### src/rtl/pe_ctrl_pkg.sv
// Shared definitions for the PE control path: sequencer states and pipeline depth.
package pe_ctrl_pkg;

   typedef enum logic [2:0] {
      IDLE,
      CONFIG,
      MAC,
      NEXT_WIN,
      NEXT_ROW,
      DRAIN,
      DONE
   } pe_state_t;

   // Cycles from the last MAC issue until the final psum lands in the psum FIFO.
   localparam int PE_PIPE_DEPTH = 3;

endpackage : pe_ctrl_pkg

### src/rtl/pe_sequencer_counter.sv
// Generic up-counter with synchronous clear; clear takes priority over enable.
module pe_counter #(
   parameter int W = 8
) (
   input  logic         clk,
   input  logic         rst,
   input  logic         clr_i,
   input  logic         en_i,
   output logic [W-1:0] cnt_o
);

   logic [W-1:0] cnt_q;
   logic [W-1:0] cnt_d;

   // Next count: clear wins, otherwise step by one when enabled.
   always_comb begin
      cnt_d = cnt_q;
      if (clr_i) begin
         cnt_d = '0;
      end else if (en_i) begin
         cnt_d = cnt_q + W'(1);
      end
   end

   // Count register with synchronous reset.
   always_ff @(posedge clk) begin
      if (rst) begin
         cnt_q <= '0;
      end else begin
         cnt_q <= cnt_d;
      end
   end

   assign cnt_o = cnt_q;

endmodule : pe_counter

### src/rtl/pe_sequencer.sv
// Control FSM for one PE datapath: configures stride/filter size, issues MAC
// steps while both scratch-pad operands are present, steps windows and rows,
// then drains the multiply/accumulate pipeline before signalling completion.
module pe_sequencer
   import pe_ctrl_pkg::*;
#(
   parameter int ROW_CNT_WIDTH = 8,
   parameter int PIPE_DEPTH    = PE_PIPE_DEPTH
) (
   input  logic                     clk,
   input  logic                     rst,
   input  logic                     start,
   input  logic [ROW_CNT_WIDTH-1:0] num_rows,
   input  logic                     av_data,
   input  logic                     av_filter,
   input  logic                     end_of_filter,
   input  logic                     end_of_row,
   output logic                     ld_stride,
   output logic                     ld_filterSize,
   output logic                     put_data,
   output logic                     put_filter,
   output logic                     clear_sum,
   output logic                     next_filter,
   output logic                     next_row,
   output logic                     busy,
   output logic                     done
);

   localparam int DRAIN_W = (PIPE_DEPTH > 1) ? $clog2(PIPE_DEPTH) + 1 : 1;

   pe_state_t                state_q;
   pe_state_t                state_d;
   logic                     first_mac_q;
   logic                     first_mac_d;
   logic [ROW_CNT_WIDTH-1:0] rows_m1_q;
   logic [ROW_CNT_WIDTH-1:0] rows_m1_d;

   logic [ROW_CNT_WIDTH-1:0] row_cnt;
   logic                     row_clr;
   logic                     row_en;
   logic [DRAIN_W-1:0]       drain_cnt;
   logic                     drain_clr;
   logic                     drain_en;
   logic                     go;

   assign go = av_data && av_filter;

   // Row index inside the job; compared by equality so a full-scale row count never wraps.
   pe_counter #(
      .W (ROW_CNT_WIDTH)
   ) u_row_cnt (
      .clk   (clk),
      .rst   (rst),
      .clr_i (row_clr),
      .en_i  (row_en),
      .cnt_o (row_cnt)
   );

   // Cycles spent flushing the datapath after the last issue.
   pe_counter #(
      .W (DRAIN_W)
   ) u_drain_cnt (
      .clk   (clk),
      .rst   (rst),
      .clr_i (drain_clr),
      .en_i  (drain_en),
      .cnt_o (drain_cnt)
   );

   // Next-state and output decode; put_*/clear_sum follow operand availability in MAC.
   always_comb begin
      state_d       = state_q;
      first_mac_d   = first_mac_q;
      rows_m1_d     = rows_m1_q;
      row_clr       = 1'b0;
      row_en        = 1'b0;
      drain_clr     = 1'b0;
      drain_en      = 1'b0;
      ld_stride     = 1'b0;
      ld_filterSize = 1'b0;
      put_data      = 1'b0;
      put_filter    = 1'b0;
      clear_sum     = 1'b0;
      next_filter   = 1'b0;
      next_row      = 1'b0;
      done          = 1'b0;

      case (state_q)
         IDLE: begin
            if (start) begin
               state_d = CONFIG;
            end
         end

         CONFIG: begin
            ld_stride     = 1'b1;
            ld_filterSize = 1'b1;
            // A zero row count runs a single row.
            rows_m1_d     = (num_rows == '0) ? '0 : num_rows - ROW_CNT_WIDTH'(1);
            row_clr       = 1'b1;
            first_mac_d   = 1'b1;
            state_d       = MAC;
         end

         MAC: begin
            if (go) begin
               put_data    = 1'b1;
               put_filter  = 1'b1;
               clear_sum   = first_mac_q;
               first_mac_d = 1'b0;
               if (end_of_filter) begin
                  state_d = end_of_row ? NEXT_ROW : NEXT_WIN;
               end
            end
         end

         NEXT_WIN: begin
            next_filter = 1'b1;
            first_mac_d = 1'b1;
            state_d     = MAC;
         end

         NEXT_ROW: begin
            next_row    = 1'b1;
            next_filter = 1'b1;
            first_mac_d = 1'b1;
            if (row_cnt == rows_m1_q) begin
               drain_clr = 1'b1;
               state_d   = DRAIN;
            end else begin
               row_en  = 1'b1;
               state_d = MAC;
            end
         end

         DRAIN: begin
            drain_en = 1'b1;
            if (drain_cnt == DRAIN_W'(PIPE_DEPTH - 1)) begin
               state_d = DONE;
            end
         end

         DONE: begin
            done    = 1'b1;
            state_d = IDLE;
         end

         default: begin
            state_d = IDLE;
         end
      endcase
   end

   assign busy = (state_q != IDLE);

   // State and window-start flag; reset aborts any job straight back to IDLE.
   always_ff @(posedge clk) begin
      if (rst) begin
         state_q     <= IDLE;
         first_mac_q <= 1'b1;
      end else begin
         state_q     <= state_d;
         first_mac_q <= first_mac_d;
      end
   end

   // Last-row index captured once per job.
   always_ff @(posedge clk) begin
      rows_m1_q <= rows_m1_d;
   end

endmodule : pe_sequencer
### config.mk
export PLATFORM = sky130hd
export DESIGN_NAME = pe_sequencer
export DESIGN_NICKNAME = d
export VERILOG_FILES = /design/src/rtl/pe_ctrl_pkg.sv /design/src/rtl/pe_sequencer_counter.sv /design/src/rtl/pe_sequencer.sv
export SDC_FILE = /design/constraint.sdc
export NUM_CORES = 1
export LEC_CHECK = 0
export CAP_MARGIN = 20
export CORE_MARGIN = 5
export CORE_UTILIZATION = 34
export CTS_CLUSTER_SIZE = 20
export DETAILED_ROUTE_END_ITERATION = 10
export PLACE_DENSITY_LB_ADDON = 0.05
export SYNTH_ARGS = -nofsm -noshare
export SYNTH_HDL_FRONTEND = slang
export SYNTH_HIERARCHICAL = 1
export SYNTH_SLANG_ARGS = --single-unit
export TNS_END_PERCENT = 10
### constraint.sdc
create_clock -name clk -period 5.93 [get_ports clk]
set_input_delay 1.186 -clock clk [delete_from_list [all_inputs] [get_ports clk]]
set_output_delay 1.186 -clock clk [all_outputs]
set_load 0.05 [all_outputs]
==> results.yml <==
critical_path:
  type_of_element_launching_the_critical_path: "input port"
  required_ns: 4.74
  cp_top_family: "buffers and inverters"
  arrival_ns: 2.84
  worst_setup_path_startpoint: "av_data"
  timing.critical_path.cells: "clkdlybuf4s50_1 > and3_1 > and2_1 > clkdlybuf4s50_1"
  max_stage_delay_ns: 0.80
  cp_slowest_cell: "clkdlybuf4s50_1"
  end_kind: "primary output"
  crit_path_max_fanout: 4
  r2r_path_start: "u_row_cnt/cnt_o[3]$_SDFFE_PP0P_"
  worstSetupPathType: "input port to primary output"
  worstPathBufferInverterCount: 2
  critical_path.most_common_cell: "clkdlybuf4s50_1"
outcome:
  outcome: "finished, final reports clean"
synthesis:
  synth_fp_nets: 163
  post_synth_inst_count: 144
  most_frequent_cell_after_synthesis: "nor2_1"
  synth-edff-count: 8
  synthTopCellsByArea: "dfxtp_1 (23%), edfxtp_1 (18%), xor2_1 (8.0%), nor2_1 (5.4%), ha_1 (3.8%)"
  ys_dominant_reg_cell: "dfxtp_1"
  synth-seq-cells: 23
  synth_top_area_share_pct: 22.7
  ys_seq_area_share_pct: 40.9
  proportion_of_register_bits_with_asynchronous_set_or_reset_after_synthesis_pct: 0
  syn_area_um2: 1320
  yosys.area.top_type: "dfxtp_1"
  yosysWarnings: 6
  synth_top_family_by_area: "simple AND/OR/NAND/NOR gates"
  synth_cell_types: 43
  yosys-top-cells-count: "nor2_1 (19), dfxtp_1 (15), xor2_1 (12), a21oi_1 (8), edfxtp_1 (8)"
  synth_compound_gate_area_share_pct: 10.8
  yosys.area_share.simple_pct: 26.4
  post_synthesis_share_of_cell_area_spent_on_xor_and_xnor_gates_pct: 11.3
  syn_area_per_cell_um2: 9.17
  synth.mux.area_fraction_pct: 2.37
  synth_fa_ha_area_share_pct: 3.79
min_path:
  hold_class: "flop to flop"
  hold_path.startpoint: "first_mac_q$_SDFFE_PP1P_"
clock_network:
  clock_path_buffers: 2
  cts.htree.levels: 1
  cts-buffers-inserted: 3
  root_buffer: "clkbuf_8"
  tritoncts_num_sinks: 23
  postCtsSetupBuffers: 0
  clk-insertion-delay-late_ns: 0.26
  post_cts_resize_count: 0
  tritoncts_clock_tree: "yes"
  clk_pin_slew_ns: 0.08
  ctsHoldBuffers: 0
timing:
  whs_ns: 0.486
  totalNegativeSetupSlack_ns: 0
  grt_setup_unrepaired: "no"
  worst_pin_slew_ns: 0.784
  final_hold_viol_count: 0
  fin_crit_sh_pct: 67.9
  max_freq_mhz: 249
  slew_headroom_pct: 47.3
  setup_viol: 0
  clock-skew-final_ns: 0.00119
  fin_crit_ns: 4.02
  number_of_max_slew_violations_in_the_final_report: 0
die:
  fp.dieArea_um2: 5230
  placementRows: 22
  initial_utilization_pct: 35.5
  die_x_um: 72.3
  core_region_area_um2: 3720
  boundaryPins: 24
  die_height_um: 72.3
drt:
  detail_route.drc_violations: 0
  detail_route.first_pass.iterations: 4
  route.antenna.remaining_nets: 0
  drt-initial-drc-count: 44
  wl_um: 2530
  route.detailed.wl_per_inst_um: 11.9
  total_number_of_vias: 1041
  via_per_inst: 4.89
pwr:
  peakVddDrop_uv: 107
  leakagePower_uw: 0.000617
  power.density_nw_per_um2: 252
placement:
  port_buffers: 23
  gp_routability_congestion: 0.781
  place_area_um2: 1580
  post-dp-hpwl_um: 2020
grt:
  antenna_violations_before_repair: 0
  grt_start_max_net_pins: 16
  grt_first_pass_wirelength_um: 4720
  grt_use_total_pct: 11.2
  first_global_vias: 1054
  grt.overflow.total: 0
finish:
  antennaDiodeCount: 0
  area_delta_synth_final_pct: 23.1
  design.final.nets: 185
  drive_above_1_share_pct: 7.27
  fin_util_pct: 43.7
  fill_cells: 398
  final_area_um2: 1630
run:
  cap_violations: 0
[final cells by class]
cell class / instances / area, um^2 / area share, %
clock buffers: 3 / 41.3 / 2.54
well taps: 48 / 60.1 / 3.70
repair buffers: 24 / 238 / 14.6
multi-input cells: 109 / 722 / 44.4
clock inverters: 1 / 5.00 / 0.308
inverters: 5 / 18.8 / 1.15
flip-flops and latches: 23 / 541 / 33.3
[logic make-up after synthesis]
logic type / Yosys count
adder cells (fa/ha/maj): 4
AO/OA/AOI/OAI: 23
multiplexers: 3
AND/OR/NAND/NOR: 62
flip-flops: 23
buffers and inverters: 12
XOR/XNOR: 17
[stage by stage]
stage | setup WS (ns) | instances | total power [uW]
global route | 1.84 | 213 | 435
detailed placement | 1.91 | 209 | 321
CTS | 1.89 | 213 | 417
global placement | 1.94 | 209 | 319
floorplan | 1.82 | 144 | 282
finish | 1.91 | 213 | 410
[per-layer routing]
metal	vias up	wire (um)	track usage, %
met2	19	1180	17.2
met1	469	1200	14.7
met3	4	110	3.05
met5	-	0	0
li1	549	-	-
met4	0	39	4.80
[registers in the layout, summed over array words and instances, names as in the netlist]
| name | flops |
|---|---|
| first_mac_q | 1 |
| rows_m1_q | 8 |
| state_q | 3 |
| u_drain_cnt/cnt_o | 3 |
| u_row_cnt/cnt_o | 8 |
[placed cells by master, fill, tap and decap left out, drive strengths merged, types with 3 or more instances in the layout]
cell / netlist / routed
xor2: 12 / 12
inv: 5 / 5
edfxtp: 8 / 8
dfxtp: 15 / 15
ha: 4 / 4
nor3: 6 / 6
clkbuf: 3 / 3
nor4: 3 / 3
nor2: 19 / 19
nand4: 3 / 3
o21ai: 6 / 6
clkdlybuf4s50: 0 / 23
nor3b: 3 / 3
nand2: 7 / 7
a21oi: 8 / 8
nand3: 3 / 3
xnor2: 5 / 5
or3: 7 / 7
[where the power goes]
| group | internal, uW | leakage, uW | total (uW) | switching (uW) |
|---|---|---|---|---|
| sequential | 180 | 0.000196 | 196 | 15.9 |
| combinational | 49.7 | 0.000396 | 120 | 69.9 |
| clock | 46.8 | 0.0000255 | 94.5 | 47.7 |
[tightest hold or removal path, delay by kind of cell, from the launching register on]
family,cells,cell delay (ns)
buffers and inverters,1,0.04
AO/OA/AOI/OAI,1,0.08
flip-flops,1,0.32
[worst paths after layout]
check	to	cells after the start	slack, ns
setup / recovery	clear_sum	4	1.91
hold / removal	first_mac_q$_SDFFE_PP1P_	2	0.49
setup reg to reg	u_row_cnt/cnt_o[5]$_SDFFE_PP0P_	7	3.57
hold reg to reg	first_mac_q$_SDFFE_PP1P_	2	0.49
Power figures use the tool's default switching activity.
